$ cat src/rtl/rpn_pkg.sv
// Shared encodings for the RPN stack controller: command opcodes, stack
// instruction codes and controller FSM states.
package rpn_pkg;

  localparam logic [2:0] OP_PUSH = 3'b000;
  localparam logic [2:0] OP_POP  = 3'b001;
  localparam logic [2:0] OP_PEEK = 3'b010;
  localparam logic [2:0] OP_ADD  = 3'b011;
  localparam logic [2:0] OP_SUB  = 3'b100;
  localparam logic [2:0] OP_AND  = 3'b101;
  localparam logic [2:0] OP_XOR  = 3'b110;
  localparam logic [2:0] OP_RSVD = 3'b111;

  localparam logic [1:0] SI_PUSH = 2'b00;
  localparam logic [1:0] SI_POP  = 2'b01;
  localparam logic [1:0] SI_PEEK = 2'b10;
  localparam logic [1:0] SI_IDLE = 2'b11;

  localparam logic [3:0] ST_IDLE  = 4'd0;
  localparam logic [3:0] ST_PUSH  = 4'd1;
  localparam logic [3:0] ST_POP1  = 4'd2;
  localparam logic [3:0] ST_PEEK  = 4'd3;
  localparam logic [3:0] ST_WAITP = 4'd4;
  localparam logic [3:0] ST_POP2  = 4'd5;
  localparam logic [3:0] ST_CAPB  = 4'd6;
  localparam logic [3:0] ST_PUSHR = 4'd7;
  localparam logic [3:0] ST_RESP  = 4'd8;

  function automatic logic is_binary(input logic [2:0] op);
    return (op == OP_ADD) || (op == OP_SUB) || (op == OP_AND) || (op == OP_XOR);
  endfunction

endpackage

$ cat src/rtl/rpn_alu.sv
// Combinational binary operator: b is the element below the top, a is the top.
module rpn_alu
  import rpn_pkg::*;
#(
  parameter int WIDTH = 8
) (
  input  logic [2:0]       i_op,
  input  logic [WIDTH-1:0] i_b,
  input  logic [WIDTH-1:0] i_a,
  output logic [WIDTH-1:0] o_y
);

  always_comb begin
    o_y = '0;
    case (i_op)
      OP_ADD:  o_y = i_b + i_a;
      OP_SUB:  o_y = i_b - i_a;
      OP_AND:  o_y = i_b & i_a;
      OP_XOR:  o_y = i_b ^ i_a;
      default: o_y = '0;
    endcase
  end

endmodule

$ cat src/rtl/rpn_stack_ctrl.sv
// RPN command front-end: sequences push/pop/peek into a hardware stack,
// evaluates binary ops, and returns one response per command.
module rpn_stack_ctrl
  import rpn_pkg::*;
#(
  parameter int WIDTH = 8,
  parameter int DEPTH = 16
) (
  input  logic             clk,
  input  logic             reset,
  input  logic             cmd_valid,
  output logic             cmd_ready,
  input  logic [2:0]       cmd_op,
  input  logic [WIDTH-1:0] cmd_imm,
  output logic             rsp_valid,
  input  logic             rsp_ready,
  output logic [WIDTH-1:0] rsp_data,
  output logic             rsp_err,
  output logic             sync_err,
  output logic [1:0]       stk_instr,
  output logic [WIDTH-1:0] stk_wdata,
  input  logic [WIDTH-1:0] stk_rdata,
  input  logic             stk_empty,
  input  logic             stk_full
);

  localparam int CW = $clog2(DEPTH) + 1;
  localparam logic [CW-1:0] FULL_CNT = CW'(DEPTH);
  localparam logic [CW-1:0] ONE_CNT  = CW'(1);
  localparam logic [CW-1:0] TWO_CNT  = CW'(2);

  logic [3:0]       r_state;
  logic [CW-1:0]    r_count;
  logic [2:0]       r_op;
  logic [WIDTH-1:0] r_imm;
  logic [WIDTH-1:0] r_a;
  logic [WIDTH-1:0] r_b;
  logic             r_rsp_valid;
  logic [WIDTH-1:0] r_rsp_data;
  logic             r_rsp_err;
  logic             r_sync_err;
  logic [WIDTH-1:0] w_alu;
  logic             w_reject;

  rpn_alu #(.WIDTH(WIDTH)) u_alu (
    .i_op (r_op),
    .i_b  (r_b),
    .i_a  (r_a),
    .o_y  (w_alu)
  );

  assign cmd_ready = (r_state == ST_IDLE);
  assign rsp_valid = r_rsp_valid;
  assign rsp_data  = r_rsp_data;
  assign rsp_err   = r_rsp_err;
  assign sync_err  = r_sync_err;

  always_comb begin
    stk_instr = SI_IDLE;
    stk_wdata = '0;
    case (r_state)
      ST_PUSH: begin
        stk_instr = SI_PUSH;
        stk_wdata = r_imm;
      end
      ST_POP1, ST_POP2: stk_instr = SI_POP;
      ST_PEEK:          stk_instr = SI_PEEK;
      ST_PUSHR: begin
        stk_instr = SI_PUSH;
        stk_wdata = w_alu;
      end
      default: stk_instr = SI_IDLE;
    endcase
  end

  // Occupancy-based rejection of the command being offered
  always_comb begin
    w_reject = 1'b1;
    case (cmd_op)
      OP_PUSH:         w_reject = (r_count == FULL_CNT);
      OP_POP, OP_PEEK: w_reject = (r_count == '0);
      default:         w_reject = is_binary(cmd_op) ? (r_count < TWO_CNT) : 1'b1;
    endcase
  end

  always_ff @(posedge clk or posedge reset) begin
    if (reset) begin
      r_state     <= ST_IDLE;
      r_count     <= '0;
      r_op        <= OP_PUSH;
      r_imm       <= '0;
      r_a         <= '0;
      r_b         <= '0;
      r_rsp_valid <= 1'b0;
      r_rsp_data  <= '0;
      r_rsp_err   <= 1'b0;
      r_sync_err  <= 1'b0;
    end else begin
      case (r_state)
        ST_IDLE: begin
          r_sync_err <= r_sync_err | ((r_count == '0) != stk_empty)
                                   | ((r_count == FULL_CNT) != stk_full);
          if (cmd_valid) begin
            r_op  <= cmd_op;
            r_imm <= cmd_imm;
            if (w_reject) begin
              r_state     <= ST_RESP;
              r_rsp_valid <= 1'b1;
              r_rsp_err   <= 1'b1;
              r_rsp_data  <= '0;
            end else begin
              case (cmd_op)
                OP_PUSH: r_state <= ST_PUSH;
                OP_PEEK: r_state <= ST_PEEK;
                default: r_state <= ST_POP1;
              endcase
            end
          end
        end
        ST_PUSH: begin
          r_count     <= r_count + ONE_CNT;
          r_rsp_data  <= r_imm;
          r_rsp_valid <= 1'b1;
          r_state     <= ST_RESP;
        end
        ST_POP1: begin
          r_count <= r_count - ONE_CNT;
          r_state <= (r_op == OP_POP) ? ST_WAITP : ST_POP2;
        end
        ST_PEEK: r_state <= ST_WAITP;
        ST_WAITP: begin
          r_rsp_data  <= stk_rdata;
          r_rsp_valid <= 1'b1;
          r_state     <= ST_RESP;
        end
        // Read data lags the pop by a cycle: top arrives here, second in CAPB
        ST_POP2: begin
          r_count <= r_count - ONE_CNT;
          r_a     <= stk_rdata;
          r_state <= ST_CAPB;
        end
        ST_CAPB: begin
          r_b     <= stk_rdata;
          r_state <= ST_PUSHR;
        end
        ST_PUSHR: begin
          r_count     <= r_count + ONE_CNT;
          r_rsp_data  <= w_alu;
          r_rsp_valid <= 1'b1;
          r_state     <= ST_RESP;
        end
        ST_RESP: begin
          if (rsp_ready) begin
            r_rsp_valid <= 1'b0;
            r_rsp_err   <= 1'b0;
            r_state     <= ST_IDLE;
          end
        end
        default: r_state <= ST_IDLE;
      endcase
    end
  end

endmodule
$ cat config.mk
export PLATFORM = sky130hd
export DESIGN_NAME = rpn_stack_ctrl
export DESIGN_NICKNAME = d
export VERILOG_FILES = /design/src/rtl/rpn_pkg.sv /design/src/rtl/rpn_alu.sv /design/src/rtl/rpn_stack_ctrl.sv
export SDC_FILE = /design/constraint.sdc
export NUM_CORES = 1
export LEC_CHECK = 0
export ABC_AREA = 1
export BUFFER_PORTS_ARGS = -buffer_cell sky130_fd_sc_hd__buf_4
export CORE_ASPECT_RATIO = 1.5
export CORE_MARGIN = 2
export CORE_UTILIZATION = 54
export CTS_BUF_LIST = sky130_fd_sc_hd__clkbuf_8
export CTS_CLUSTER_SIZE = 8
export DETAILED_ROUTE_END_ITERATION = 8
export PLACE_DENSITY = 0.79
export SLEW_MARGIN = 15
export SYNTH_ARGS = -nofsm -noshare
export SYNTH_HDL_FRONTEND = slang
export SYNTH_SLANG_ARGS = --single-unit
$ cat constraint.sdc
create_clock -name clk -period 3.1 [get_ports clk]
set_clock_uncertainty 0.2 [all_clocks]
set_input_delay 0.62 -clock clk [delete_from_list [all_inputs] [get_ports clk]]
set_output_delay 0.62 -clock clk [all_outputs]
set_load 0.005 [all_outputs]
Word-level counts from Yosys, hierarchy flattened
Cells that the tools add are included.
Word-level totals
  register bits after elaboration: 47
Operators by class
  add/subtract/negate cells: 4
  order comparisons: 1
  reduce and logical (&&, ||, !) cells: 19
  bitwise operators: 4
  mux-type cells: 20
  equality and inequality tests: 25
Operators by type and width (number)
  one-hot mux 8 bit (4 select lines): 2
  one-hot mux 4 bit (7 select lines): 1
  equality test 3 bit, second input constant: 6
  equality test 4 x 3 -> 1 bit, second input constant: 4
  two-way mux 8 bit: 2
  one-hot mux 8 bit (2 select lines): 1
  two-way mux 4 bit: 3
  one-hot mux 5 bit (2 select lines): 1
  equality test 3 x 2 -> 1 bit, second input constant: 3
  adder 8 bit: 1
  bitwise AND 8 bit: 1
  equality test 4 x 2 -> 1 bit, second input constant: 2
  AND reduction 4 bit: 2
  subtractor 8 bit: 1
  bitwise XOR 8 bit: 1
  equality test 3 x 1 -> 1 bit, second input constant: 2
  one-hot mux 2 bit (3 select lines): 1
  OR reduction 2 bit: 3
  adder 5 x 1 -> 5 bit, second input constant: 1
  equality test 5 bit, second input constant: 1
  zero test 5 bit: 1
  < comparator 5 x 2 -> 1 bit, second input constant: 1
  two-way mux 1 bit: 5
  subtractor 5 x 1 -> 5 bit, second input constant: 1
  other kinds (18): 26

Longest topological paths before layout
  word-level depth: 9
  depth in mapped cells: 19

Modules after synthesis
Synthesis repeated with hierarchy kept, for this count alone.
Second synthesis, totals
  cells, all modules: 424
  area, all modules: 3088.0 sq um
Modules (own cells, without submodules)
  rpn_stack_ctrl: area an instance 2279.7 sq um, times used 1, cells an instance 283, seq. area each 1176.1 sq um
  rpn_alu: area an instance 808.3 sq um, times used 1, cells an instance 141, seq. area each 0.0 sq um

Worst setup path after synthesis
No wires, ideal clock.
  path type: reg-to-output
  from: reg r_a[0]
  to: out stk_wdata[7]
  data arrival time: 2.163 ns
  path buffers: 0
  slack: 0.117 ns
  stages on the path, launching flop included: 20
  data required time: 2.280 ns
  cells stage by stage: dfrtp_1 > inv_1 > ha_1 > inv_1 > nor3_1 > inv_1 > o31ai_1 > xnor2_1 > inv_1 > ha_1 > nand2_1 > inv_1 > nand2_1 > nand2_1 > a21oi_1 > nand3_1 > nand3_1 > nand2_1 > nand2_1 > nand2_1
Between the ends
  cells in the longest elaborated chain, start to end: 3
Ends and longest elaborated chain
  start: declaration: line rpn_stack_ctrl.sv:36  | logic [WIDTH-1:0] r_a;
  start signal: assignment: line rpn_stack_ctrl.sv:139  | r_a <= stk_rdata;
  subtractor 8 bit or adder 8 bit (tied branches): line rpn_alu.sv:17, rpn_alu.sv:16
  one-hot mux 8 bit (4 select lines) (*): line rpn_alu.sv:15  | case (i_op)
  one-hot mux 8 bit (2 select lines) (*): line rpn_stack_ctrl.sv:61  | case (r_state)
  end: declaration: line rpn_stack_ctrl.sv:21  | output logic [WIDTH-1:0] stk_wdata,
Every way passes the cells marked *; elsewhere a longest branch is shown, timed or not.

Final worst setup path
Same ends and word-level chain as after synthesis.

==> out/summary.md <==
The floorplan die width was 66.13 um. The run gives 8282 um as the total length of routed wires. The tools report the slack of the critical path as -0.4906 ns.

For this run, the number of Yosys warnings is 0. The number of I/O port buffers is 46, and the initial cell density of the core is 56.51%. For this design the static power due to leakage is 2.147 nW. The type of destination of the critical path was a primary output. In the detailed route, the total length drawn on met2 is 4684 um. After detailed placement, the design holds a cell count of 526. Setup total negative slack on the finished layout was measured at -1.533 ns. The run gives 0 as the total count of max-transition violations in the final report. The run gives 2,937 as the total via count after detailed routing. Entering global routing, the biggest net connects 26 pins.

The layout has 412 filler cells. For the required time at the worst-slack endpoint, the log shows 2.28 ns. Across the VDD grid, the largest voltage drop is 0.6378 mV. TritonCTS built the clock tree.

For this design the ratio of total power to cell area is 1266 mW/mm^2. The area added between synthesis and finish came out at 30.93%. Clock-pin slew was measured on the worst setup and hold paths at 0.09 ns. Per report_power, the combinational group accounts for 69.4% of the total. The detail-routed net length per standard cell was 15.25 um. Launching instance or port of the critical path: r_a[0]$_DFFE_PP0N_.

For the CTS buffer count, the log shows 5. Clock latency on the worst-skew pair, taken at its later pin, is 0.30 ns. Final hold analysis gives a worst-case slack of 0.1523 ns. The highest metal layer carrying signal wires in the routed design is met4. The core region is 0.005533 mm^2. In this run the cell area of the synthesized design comes to 0.003127 mm^2. The count of TritonRoute iterations in the first routing pass came out at 5.

Number of buffers inserted for hold repair after clock tree synthesis: 0. The H-tree was split into 2 levels. The die boundary height came out at 97.20 um. In this run the remaining antenna-violating nets after routing total 0.

For this block, the initial DRC count from the detailed router was 129. Net switching is 46.86% of the power. The run gives 47 as the boundary pin count. Max-slew headroom at the worst pin: 65.27%. The count of cells in the finished layout, fillers not included, comes to 543. At the worst endpoint, the arrival time is 2.77 ns.

Setup repair after global routing could not meet its margin everywhere. After detailed routing, the number of vias per cell comes to 5.409. The run gives 0 as the residual DRC count. The tool flagged a number of max-cap violations equal to 0. The clock period minus worst slack works out to 3.591 ns.

The run gives 33 as the number of rows created at floorplan. In the global route stage, overall resource usage came out at 26.27%. The share of post-route cells with drive strength above 1 was 34.88%. Of all flip-flops after synthesis, the portion carrying an async set or reset was 100.0%. For this run, the register share of the synthesized area comes to 37.62%. The net total in the final layout came out at 518. Reg-to-reg critical path startpoint: r_a[0]$_DFFE_PP0N_.

The achievable clock frequency is 278.5 MHz. The run gives 2 as the number of buffers on the longest clock path. The clock network is responsible for 7.8% of the overall power. Total congestion overflow after global routing: 0. In the synthesized netlist, the number of instances is 396. Largest fanout of any net on the critical path: 3. Per report_power, the sequential group accounts for 22.8% of the total. Clock tree synthesis found a total of 47 sinks. The tools report the post-place instance area as 0.003667 mm^2. The endpoint identified for the worst register-to-register timing path is rsp_data[7]$_DFFE_PP0P_.

Dividing the synthesized area by the synthesized cell count gives 7.896 um^2. The tools report the final hold violation count as 0. The number of nets in the synthesized netlist is 442. The HPWL after detailed placement is 5900 um. The count of state elements after synthesis is 47.

After routing the design area is 0.004094 mm^2. The checks that failed: negative setup slack. In this run the register-to-register setup slack is 0.38 ns. For the pin with the worst max-slew slack, the measured transition is 0.5202 ns. The min-delay analysis places its worst path in the category in2async. The first global-routing pass estimated 13,360 um of wire. Counting flops with a built-in enable in the synthesized netlist gives 0. The run gives 188 um as the met3 wire length. The critical path is of the reg2out type. The post-place setup slack is -0.1355 ns, and the final weighted congestion in routability-driven placement is 0.8567. The die covers 0.006428 mm^2. The number of endpoints failing setup at the final stage is 5.

The last element of the critical path was stk_wdata[7]. In this run, distinct cell masters in the synthesized netlist total 38. For the antenna diode count, the log shows 0. The most used flip-flop cell after synthesis is sky130_fd_sc_hd__dfrtp_1. The run gives 3,006 as the via count of the first global-routing pass.

Measured in cells, the most critical reg-to-reg path has a length of 18. The run finished, with violations left. The initial antenna violation count came out at 0. Kind of launch point of the worst setup path: a register. For this design the total switching power over the nets is 2.428 mW. Design internal power: 2.754 mW. Dividing the final minimum period by the clock period gives 115.8%.

For the routed length on met1, the log shows 3189 um. The tree is rooted in a sky130_fd_sc_hd__clkbuf_8.
-- kinds of logic (layout without fill, tap and decap cells) --
family,count (synthesis),count (layout),share of synthesized area (%)
and+or+nand+nor,190,190,28.53
buffers and inverters,63,140,8.003
xor gates and xnor gates,11,11,3.081
adders and majority gates,21,21,8.884
muxes,8,8,3.361
DFF,47,47,37.62
AOI/OAI and AO/OA,56,56,10.52
-- worst max-delay path, stage by stage (launching register included) --
cell and delay (ns):
sky130_fd_sc_hd__dfrtp_1 0.41, sky130_fd_sc_hd__inv_2 0.09, sky130_fd_sc_hd__ha_4 0.13, sky130_fd_sc_hd__inv_2 0.04, sky130_fd_sc_hd__nor3_2 0.09, sky130_fd_sc_hd__inv_1 0.08, sky130_fd_sc_hd__o31ai_2 0.26, sky130_fd_sc_hd__xnor2_1 0.16
sky130_fd_sc_hd__inv_1 0.09, sky130_fd_sc_hd__ha_4 0.29, sky130_fd_sc_hd__nand2_2 0.06, sky130_fd_sc_hd__nor2_2 0.12, sky130_fd_sc_hd__nand2_1 0.06, sky130_fd_sc_hd__nand3_1 0.08, sky130_fd_sc_hd__nand2_1 0.07, sky130_fd_sc_hd__nand3_1 0.08
sky130_fd_sc_hd__nand2_1 0.07, sky130_fd_sc_hd__nand2_2 0.08, sky130_fd_sc_hd__nand2_2 0.05, sky130_fd_sc_hd__buf_4 0.13
-- layout make-up --
type	instances	area [um^2]	share of cell area [%]
Clock buffer	7	96.34	2.353
Tap cell	70	87.58	2.139
Timing Repair Buffer	72	555.5	13.57
Sequential cell	47	1177	28.76
Multi-Input combinational cell	286	1941	47.40
Clock inverter	1	3.754	0.09169
Inverter	60	232.7	5.685
-- power groups by stage --
stage / Sequential (mW) / Combinational (mW) / Clock, mW
6_report: 1.18 / 3.60 / 0.406
5_1_grt: 1.21 / 3.94 / 0.432
4_1_cts: 1.16 / 3.23 / 0.407
3_5_place_dp: 1.14 / 2.82 / 0
3_3_place_gp: 1.13 / 2.73 / 0
2_1_floorplan: 1.11 / 1.96 / 0
-- registers in the layout, summed over array words and instances (netlist names) --
name,count
r_b,8
sync_err,1
r_a,8
rsp_valid,1
r_state,4
r_imm,8
r_count,5
r_op,3
rsp_err,1
rsp_data,8
-- synthesized netlist by cell type (5+ instances only) --
cell	count	area share (%)
sky130_fd_sc_hd__inv_2	8	0.96
sky130_fd_sc_hd__a21oi_1	14	2.2
sky130_fd_sc_hd__ha_1	19	7.6
sky130_fd_sc_hd__dfrtp_1	47	38
sky130_fd_sc_hd__nor2_1	16	1.9
sky130_fd_sc_hd__o21ai_1	5	0.80
sky130_fd_sc_hd__o21ai_0	22	3.5
sky130_fd_sc_hd__xor2_1	7	2.0
sky130_fd_sc_hd__nand3_1	25	4.0
sky130_fd_sc_hd__nand2_1	117	14
sky130_fd_sc_hd__inv_1	51	6.1
sky130_fd_sc_hd__nand4_1	9	1.8
-- worst min-delay path by stage --
| stage | from | endpoint | slack (ns) | cells past startpoint |
|---|---|---|---|---|
| 2_1_floorplan | r_count[4]$_DFFE_PP0P_ | r_count[4]$_DFFE_PP0P_ | 0.24 | 1 |
| 3_3_place_gp | r_count[4]$_DFFE_PP0P_ | r_count[4]$_DFFE_PP0P_ | 0.26 | 1 |
| 3_5_place_dp | r_count[4]$_DFFE_PP0P_ | r_count[4]$_DFFE_PP0P_ | 0.26 | 1 |
| 4_1_cts | reset | rsp_valid$_DFFE_PP0P_ | 0.17 | 2 |
| 5_1_grt | reset | r_imm[2]$_DFFE_PP0P_ | 0.20 | 2 |
| 6_report | reset | rsp_valid$_DFFE_PP0P_ | 0.15 | 2 |
-- per-stage QoR --
step,util (%),power [mW]
after global routing,73.99,5.584
after global placement,66.28,3.852
after detailed placement,66.28,3.959
after floorplan,-,3.067
final,73.99,5.182
after CTS,71.85,4.797
-- layout by cell type (no fill, tap or decap), drive strengths merged, types with 2 or more instances in the layout --
cell and count:
nand2 124, buf 72, inv 61, dfrtp 47
o21ai 29, nand3 25, nor2 23, ha 19
a21oi 16, nand4 9, mux2 8, clkbuf 7
xor2 7, a31oi 4, or2 4, xnor2 4
a22o 3, nor3 3, nand3b 2, fa 2
-- repair_timing --
item                       in CTS  in global routing
buffers inserted                8                  4
setup endpoints to repair       7                  7
gates resized for setup        40                 23
pin swaps                      18                 19
-- metal layers --
| metal | vias up | GRT usage [%] |
|---|---|---|
| met5 | - | 0 |
| met4 | 0 | 9.890 |
| met1 | 1420 | 28.33 |
| met3 | 21 | 3.244 |
| li1 | 1434 | - |
| met2 | 62 | 49.77 |
No activity file was read; power rests on OpenSTA's default activity.
